==> src/rtl/scroll_display_ctrl_pkg.sv <==
// Shared constants for the scrolling hex message display: message ROM,
// 7-segment glyph table, blanking patterns and digit-to-anode mapping.
package scroll_display_ctrl_pkg;

    localparam int MSG_LEN_DEFAULT = 16;

    typedef logic [3:0] hex_t;
    typedef logic [6:0] glyph_t;

    // Blanking patterns for the active-low anodes and segments
    localparam logic [3:0] ANODE_OFF = 4'b1111;
    localparam glyph_t     SEG_OFF   = 7'b1111111;

    // Message ROM: entry i holds character code i (listed 15 down to 0)
    localparam logic [15:0][3:0] MSG_ROM = {
        4'hF, 4'hE, 4'hD, 4'hC, 4'hB, 4'hA, 4'h9, 4'h8,
        4'h7, 4'h6, 4'h5, 4'h4, 4'h3, 4'h2, 4'h1, 4'h0
    };

    // Active-low {g,f,e,d,c,b,a} glyphs (listed F down to 0)
    localparam logic [15:0][6:0] GLYPHS = {
        7'b0001110, 7'b0000110, 7'b0100001, 7'b1000110,
        7'b0000011, 7'b0001000, 7'b0010000, 7'b0000000,
        7'b1111000, 7'b0000010, 7'b0010010, 7'b0011001,
        7'b0110000, 7'b0100100, 7'b1111001, 7'b1000000
    };

    // Anode pattern per digit slot; digit 0 is the leftmost (an[3])
    localparam logic [3:0][3:0] DIGIT_ANODE = {
        4'b1110, 4'b1101, 4'b1011, 4'b0111
    };

endpackage

==> src/rtl/scroll_display_ctrl_seg7.sv <==
// Hex code to active-low 7-segment glyph decoder, purely combinational.
import scroll_display_ctrl_pkg::*;

module hex_to_seg7 (
    input  logic [3:0] code,
    output logic [6:0] seg
);

    assign seg = GLYPHS[code];

endmodule

==> src/rtl/scroll_display_ctrl.sv <==
// Scrolls a 16-character hex message across a 4-digit multiplexed
// 7-segment display, advancing once per rising edge of a slow level.
import scroll_display_ctrl_pkg::*;

module scroll_display_ctrl #(
    parameter int MSG_LEN      = MSG_LEN_DEFAULT,
    parameter int REFRESH_BITS = 14
) (
    input  logic       clk,
    input  logic       reset,
    input  logic       tick_src,
    input  logic       pause,
    input  logic       step,
    output logic [3:0] an,
    output logic [6:0] seg,
    output logic [3:0] msg_ptr,
    output logic       advance
);

    localparam int CNT_W = REFRESH_BITS + 2;

    logic             sync1;
    logic             sync2;
    logic             prev;
    logic             primed;
    logic [1:0]       prime_cnt;
    logic             tick_edge;
    logic             do_adv;
    logic [CNT_W-1:0] refresh_cnt;
    logic [1:0]       digit;
    logic             slot_zero;
    logic [4:0]       char_sum;
    logic [3:0]       char_idx;
    hex_t             char_code;
    glyph_t           glyph;

    // Bring the slow level into the clock domain and keep its previous value
    always_ff @(posedge clk or posedge reset) begin
        if (reset) begin
            sync1 <= 1'b0;
            sync2 <= 1'b0;
            prev  <= 1'b0;
        end else begin
            sync1 <= tick_src;
            sync2 <= sync1;
            prev  <= sync2;
        end
    end

    // Ignore edges until the synchroniser pipeline holds real samples
    always_ff @(posedge clk or posedge reset) begin
        if (reset) begin
            prime_cnt <= 2'd0;
            primed    <= 1'b0;
        end else if (!primed) begin
            if (prime_cnt == 2'd2) begin
                primed <= 1'b1;
            end else begin
                prime_cnt <= prime_cnt + 2'd1;
            end
        end
    end

    assign tick_edge = sync2 & ~prev & primed;
    assign do_adv    = (tick_edge & ~pause) | step;

    // Message pointer and the one-cycle advance strobe
    always_ff @(posedge clk or posedge reset) begin
        if (reset) begin
            msg_ptr <= 4'd0;
            advance <= 1'b0;
        end else begin
            advance <= do_adv;
            if (do_adv) begin
                msg_ptr <= (msg_ptr == 4'(MSG_LEN - 1)) ? 4'd0 : msg_ptr + 4'd1;
            end
        end
    end

    // Free-running refresh counter: top two bits pick the digit
    always_ff @(posedge clk or posedge reset) begin
        if (reset) begin
            refresh_cnt <= '0;
        end else begin
            refresh_cnt <= refresh_cnt + CNT_W'(1);
        end
    end

    assign digit     = refresh_cnt[CNT_W-1 -: 2];
    assign slot_zero = (refresh_cnt[REFRESH_BITS-1:0] == '0);
    assign char_sum  = {1'b0, msg_ptr} + {3'b000, digit};
    assign char_idx  = (char_sum >= 5'(MSG_LEN)) ? 4'(char_sum - 5'(MSG_LEN))
                                                  : char_sum[3:0];
    assign char_code = MSG_ROM[char_idx];

    hex_to_seg7 u_glyph (
        .code (char_code),
        .seg  (glyph)
    );

    // Registered display drive, blanked on the first position of each slot
    always_ff @(posedge clk or posedge reset) begin
        if (reset) begin
            an  <= ANODE_OFF;
            seg <= SEG_OFF;
        end else if (slot_zero) begin
            an  <= ANODE_OFF;
            seg <= SEG_OFF;
        end else begin
            an  <= DIGIT_ANODE[digit];
            seg <= glyph;
        end
    end

endmodule

==> config.mk <==
export PLATFORM = sky130hd
export DESIGN_NAME = scroll_display_ctrl
export DESIGN_NICKNAME = d
export VERILOG_FILES = /design/src/rtl/scroll_display_ctrl_pkg.sv /design/src/rtl/scroll_display_ctrl_seg7.sv /design/src/rtl/scroll_display_ctrl.sv
export SDC_FILE = /design/constraint.sdc
export NUM_CORES = 1
export LEC_CHECK = 0
export ABC_AREA = 1
export CORE_AREA = 5 5 63 80
export DETAILED_ROUTE_END_ITERATION = 10
export DIE_AREA = 0 0 68 85
export GPL_TIMING_DRIVEN = 0
export PLACE_DENSITY = 0.71
export RECOVER_POWER = 50
export SKIP_CTS_REPAIR_TIMING = 1
export SYNTH_ARGS = -nofsm -noshare
export SYNTH_HDL_FRONTEND = slang
export SYNTH_SLANG_ARGS = --single-unit
export TNS_END_PERCENT = 20
==> constraint.sdc <==
create_clock -name clk -period 1.9 [get_ports clk]
set_input_delay 0.38 -clock clk [delete_from_list [all_inputs] [get_ports clk]]
set_output_delay 0.38 -clock clk [all_outputs]
set_load 0.01 [all_outputs]
Word level (Yosys, flattened, before mapping)
Memory sizes are Yosys's and may differ from the RTL's.
Cells that the tools add are included.
{"block": "classes", "div": 0, "add_sub_neg": 5, "reduce_logical": 2, "eq_ne": 2, "magnitude_cmp": 4, "shift": 0, "multipliers": 0, "bitwise_logic": 8, "mux": 10}
{"op": "$mux W4", "count": 5}
{"op": "$add A16 B1 Y16 const B", "count": 1}
{"op": "$logic_not A14 Y1", "count": 1}
{"op": "$mux W7", "count": 2}
{"op": "$lt A4 B5 Y1 const B", "count": 2}
{"op": "$bmux W4 S2", "count": 1}
{"op": "$add A4 B2 Y5", "count": 1}
{"op": "$ge A5 B5 Y1 const B", "count": 1}
{"op": "$add A4 B1 Y4 const B", "count": 1}
{"op": "$eq A4 B4 Y1 const B", "count": 1}
{"op": "$not A1 Y1", "count": 4}
{"op": "$sub A4 B1 Y4 const B", "count": 1}
{"op": "$and A1 B1 Y1", "count": 3}
{"op": "$lt A2 B3 Y1 const B", "count": 1}
{"op": "$add A2 B1 Y2 const B", "count": 1}
{"op": "$eq A2 B2 Y1 const B", "count": 1}
{"op": "$mux W1", "count": 2}
{"op": "$reduce_and A2 Y1", "count": 1}
{"op": "$or A1 B1 Y1", "count": 1}
{"block": "totals", "wordCells": 43, "memories": 2, "ram_bits": 0, "mem_bits_ro": 176, "latch_bits": 0, "inputBits": 5, "regBits": 38, "output_inout_bits": 16}
{"memory": "(name not given)", "words": 16, "word_bits": 7, "rd": 1, "rd_clocked_by_memory_dff": 0, "write_ports": 0, "line_no": "scroll_display_ctrl_seg7.sv:9", "rtl": "assign seg = GLYPHS[code];"}
{"memory": "(name not given)", "words": 16, "word_bits": 4, "rd": 1, "rd_clocked_by_memory_dff": 0, "write_ports": 0, "line_no": "scroll_display_ctrl.sv:94", "rtl": "assign char_code = MSG_ROM[char_idx];"}

Depth between registers and ports, before layout
{"block": "logic_depth", "depth_word": 8, "ltp_mapped": 10}

Cells and area by module
Synthesis repeated with hierarchy kept, for this count alone.
{"block": "unflattened", "hier_cells": 243, "hier_area_um2": 2009.4}
{"mod": "scroll_display_ctrl", "cells_each": 194, "area_each_um2": 1735.4, "instances": 1, "seq_area_each_um2": 964.7}
{"mod": "hex_to_seg7", "cells_each": 49, "area_each_um2": 274.0, "instances": 1, "seq_area_each_um2": 0.0}

Worst setup path after synthesis
No wires, ideal clock.
{"block": "synth_path", "path_kind": "flip-flop to flip-flop", "startpoint": "reg msg_ptr[0]", "endpoint": "reg seg[3]", "arrival_time_ns": 1.816, "period_less_slack_ns": 1.880, "stages_incl_launch_ff": 10, "slack_ns": 0.020, "path_buffers": 0, "path_cell_list": "dfrtp_1 -> ha_1 -> inv_1 -> fa_1 -> ha_1 -> inv_1 -> nand3_1 -> nand2_1 -> nand2_1 -> nand3_1"}
{"block": "synth_between", "elab_chain_cells": 8}
{"item": "start: declaration", "line_no": "scroll_display_ctrl.sv:16", "rtl": "output logic [3:0] msg_ptr,"}
{"item": "start signal: assignment", "line_no": "scroll_display_ctrl.sv:75", "rtl": "msg_ptr <= (msg_ptr == 4'(MSG_LEN - 1)) ? 4'd0 : msg_ptr + 4'd1;"}
{"item": "$add A4 B2 Y5 (*)", "line_no": "scroll_display_ctrl.sv:91", "rtl": "assign char_sum = {1'b0, msg_ptr} + {3'b000, digit};"}
{"item": "$sub A4 B1 Y4 or $ge A5 B5 Y1 (tied branches)", "line_no": "scroll_display_ctrl.sv:92", "rtl": "assign char_idx = (char_sum >= 5'(MSG_LEN)) ? 4'(char_sum - 5'(MSG_LEN))"}
{"item": "$mux W4 (*)", "line_no": "scroll_display_ctrl.sv:92"}
{"item": "$mem_v2 Z16 W4 (*)"}
{"item": "$mux W4 (not written as such) (*)", "line_no": "scroll_display_ctrl.sv:94"}
{"item": "$mem_v2 Z16 W7 (*)"}
{"item": "$mux W7 (not written as such) (*)", "line_no": "scroll_display_ctrl_seg7.sv:9"}
{"item": "$mux W7 (*)", "line_no": "scroll_display_ctrl.sv:106", "rtl": "end else if (slot_zero) begin"}
{"item": "end signal: assignment", "line_no": "scroll_display_ctrl.sv:111", "rtl": "seg <= glyph;"}
{"item": "end: declaration", "line_no": "scroll_display_ctrl.sv:15", "rtl": "output logic [6:0] seg,"}
Mark *: on every way between the ends. The rest lies on a longest branch, timed or not. The select of a mux whose other input is x is not followed.
A chain may end at the register's enable or synchronous reset.

Final worst setup path
Same ends and word-level chain as after synthesis.

==> summary.md <==
• number of standard cells in the layout, taps in and fillers out: 337
• leakage power: 1.182 nW
• worst endpoint required time: 2.14 ns
• total via count in the routed design: 1602
• category of the worst setup path launch point: flop
• share of cells above drive strength 1: 14.70%
• Final Skew: 0.007584 ns
• starting utilization of the core area: 47.85%
• DRC violation total after the first TritonRoute iteration: 57
• worst slew margin relative to its limit: 49.52%
• Total GRT Usage: 14.41%
• ANT cells: 0
• worst IR drop on VDD: 0.0004741 V
• Die Width: 68 um
• number of slew-limit violations in the final report: 0
• routability congestion estimate from global placement: 0.9223
• number of placement rows: 27
• shortest period the worst path allows: 1.893 ns
• synthesized net count: 265
• die height: 85 um
• category of the critical setup timing path: flop to flop
• arrival time at the worst endpoint: 2.13 ns
• dpl hpwl: 2.694 mm
• count of endpoints failing setup in the final report: 0
• Gate Count Post-Synth: 247
• Sink Count: 38
• sequential standard cell area: 967.2 um2
• Synth Area in Adders: 8.421%
• syn avg cell area: 8.181 um2
• Post-Layout Inst Area: 2444 um2
• share of the synthesized netlist area taken by xor and xnor gates: 5.201%
• dominant combinational cell family by area after synthesis: simple AND/OR/NAND/NOR gates
• Die Outline Area: 5780 um2
• count of antenna-violating nets left after detailed routing: 0
• number of distinct library cells after synthesis: 20
• GR Overflow Total: 0
• post-detailed-placement cell area: 2293 um2
• class of the worst hold path: flop to flop
• mapped cell area: 2021 um2
• number of maximum-capacitance violations: 0
• via count of the first global-routing pass: 1571
• Synthesis Warnings: 0
• WL/cell: 10.71 um
• Compound-Gate Fraction of Synth Area: 0.7430%
• RSZ-0062 raised after global routing: yes
• core region area: 4223 um2
• total number of H-tree levels: 2
• number of antenna violations at the first check in global routing: 0
• Max Freq: 528.4 MHz
• Layout fillers: 382
• count of input and output buffers: 20
• Pwr Density: 1046 nW/um2
• crit share post-route: 99.61%
• maximum number of pins on one net before global-route repair: 39
• TritonRoute pass-1 iters: 4
• remaining design rule violation count: 0
• simple-gate share of the synthesized area: 29.91%
• Total Neg Setup Slack: 0 ns
• overall routed net length: 3.610 mm
• maximum root-to-sink buffer count: 2
• placed instance count: 325
• final hold violations: 0
• Seq/Total Area, Yosys: 47.74%
• wire length of the first global-routing pass: 6.341 mm
• kind of end point of the critical path: flop
• result of the run: complete, no violations
• maximum fanout encountered on the critical timing path: 5
• library cell used as clock root buffer: sky130_fd_sc_hd__clkbuf_8
• number of nets in the layout: 296
• portion of netlist area occupied by mux cells: 0%
• I/O Pins: 21
• clock insertion delay at the later pin of the skew report: 0.29 ns
• flip-flop and latch count after synthesis: 38
• Design Power: 0.002557 W
• Least-Margin Pin Slew: 0.7561 ns
• ratio of routed vias to standard cells: 4.754
• multi-input logic area: 917.1 um2
• cts bufs inserted: 5
• TritonCTS clock tree: built
• clock-pin slew reported for the worst setup and hold paths after clock tree synthesis: 0.08 ns
• Synth-to-Final Area Change: 20.93%
## per-stage QoR
step	hold slack [ns]	worst slack, ns	util (%)
final	0.3538	0.007471	57.87
after global routing	0.3695	-0.1165	57.87
after CTS	0.3539	-0.1483	56.56
after detailed placement	0.3372	-0.1399	54.31
after global placement	0.3340	-0.1414	54.31
after floorplan	0.3312	0.02007	-
## synthesized netlist by cell type
library cell,instances,area share (%)
sky130_fd_sc_hd__inv_2,1,0.19
sky130_fd_sc_hd__ha_1,12,7.4
sky130_fd_sc_hd__or2_0,1,0.31
sky130_fd_sc_hd__dfrtp_1,27,33
sky130_fd_sc_hd__xor2_1,11,4.8
sky130_fd_sc_hd__nand4_1,3,0.93
sky130_fd_sc_hd__fa_1,1,0.99
sky130_fd_sc_hd__nand3_1,35,8.7
sky130_fd_sc_hd__nor2_1,19,3.5
sky130_fd_sc_hd__nand3b_1,1,0.37
sky130_fd_sc_hd__nor3_1,1,0.25
sky130_fd_sc_hd__nor2_2,3,0.93
sky130_fd_sc_hd__xnor2_1,1,0.43
sky130_fd_sc_hd__dfstp_2,11,14
sky130_fd_sc_hd__buf_6,2,1.1
sky130_fd_sc_hd__o21ai_1,1,0.25
sky130_fd_sc_hd__inv_1,36,6.7
sky130_fd_sc_hd__o21ai_0,2,0.50
sky130_fd_sc_hd__nand2_1,77,14
sky130_fd_sc_hd__nand2_2,2,0.62
## placed cells by master, fill, tap and decap left out, types with 2 or more instances in the layout
master	n
sky130_fd_sc_hd__inv_1	33
sky130_fd_sc_hd__nand2_1	75
sky130_fd_sc_hd__inv_2	4
sky130_fd_sc_hd__nand3_1	35
sky130_fd_sc_hd__clkdlybuf4s50_1	17
sky130_fd_sc_hd__nor2_2	2
sky130_fd_sc_hd__clkbuf_8	6
sky130_fd_sc_hd__nand4_1	3
sky130_fd_sc_hd__o21ai_0	2
sky130_fd_sc_hd__dlygate4sd3_1	3
sky130_fd_sc_hd__ha_2	2
sky130_fd_sc_hd__buf_6	2
sky130_fd_sc_hd__dfrtp_2	2
sky130_fd_sc_hd__nand2_2	4
sky130_fd_sc_hd__dfstp_2	11
sky130_fd_sc_hd__dfrtp_1	25
sky130_fd_sc_hd__buf_4	4
sky130_fd_sc_hd__xor2_1	11
sky130_fd_sc_hd__ha_1	9
sky130_fd_sc_hd__nor2_1	20
## worst paths after layout
| kind | startpoint | end | slack, ns | depth (start not counted) |
|---|---|---|---|---|
| hold / removal | sync1$_DFF_PP0_ | sync2$_DFF_PP0_ | 0.35 | 0 |
| max in group asynchronous | reset | refresh_cnt[14]$_DFF_PP0_ | 0.70 | 2 |
| min in group asynchronous | reset | refresh_cnt[15]$_DFF_PP0_ | 0.67 | 2 |
| setup reg to reg | msg_ptr[0]$_DFFE_PP0P_ | seg[3]$_DFF_PP1_ | 0.007 | 9 |
| setup / recovery | msg_ptr[0]$_DFFE_PP0P_ | seg[3]$_DFF_PP1_ | 0.007 | 9 |
| hold reg to reg | sync1$_DFF_PP0_ | sync2$_DFF_PP0_ | 0.35 | 0 |
## routing by layer
layer  wire length (um)  track usage [%]
met5                  0                0
met4                149            9.765
met3                143            4.238
met2               1869            25.18
met1               1447            13.96
## where the power goes
| group | total [W] | internal (W) | switching [W] |
|---|---|---|---|
| Clock | 0.000578 | 0.000291 | 0.000287 |
| Sequential | 0.00103 | 0.000964 | 0.0000627 |
| Combinational | 0.000951 | 0.000435 | 0.000516 |
| Total | 0.00256 | 0.00169 | 0.000866 |
## logic make-up after synthesis
family / after synthesis
xor gates and xnor gates: 12
AOI/OAI and AO/OA: 3
buffers and inverters: 39
DFF: 38
adders and majority gates: 13
and+or+nand+nor: 142
## sequential cells by signal (all words and copies together) (netlist names)
name	flops
sync2	1
advance	1
an	4
primed	1
msg_ptr	4
prime_cnt	2
seg	7
refresh_cnt	16
prev	1
sync1	1
## worst max-delay path, cell delays in order (launching register included)
cell and delay, ns:
sky130_fd_sc_hd__dfrtp_2 0.43, sky130_fd_sc_hd__ha_4 0.15, sky130_fd_sc_hd__inv_1 0.06, sky130_fd_sc_hd__fa_2 0.62
sky130_fd_sc_hd__ha_1 0.25, sky130_fd_sc_hd__inv_2 0.07, sky130_fd_sc_hd__nand3_1 0.07, sky130_fd_sc_hd__nand2_1 0.06
sky130_fd_sc_hd__nand2_1 0.05, sky130_fd_sc_hd__nand3_1 0.07
## area by class of cell
cell class	count	share of cell area, %
Multi-Input combinational cell	170	37.53
Sequential cell	38	39.58
Clock buffer	6	3.379
Tap cell	58	2.970
Timing Repair Buffer	24	9.421
Buffer	2	0.9217
Clock inverter	2	0.5120
Inverter	37	5.684
(Power assumes the default switching activity.)
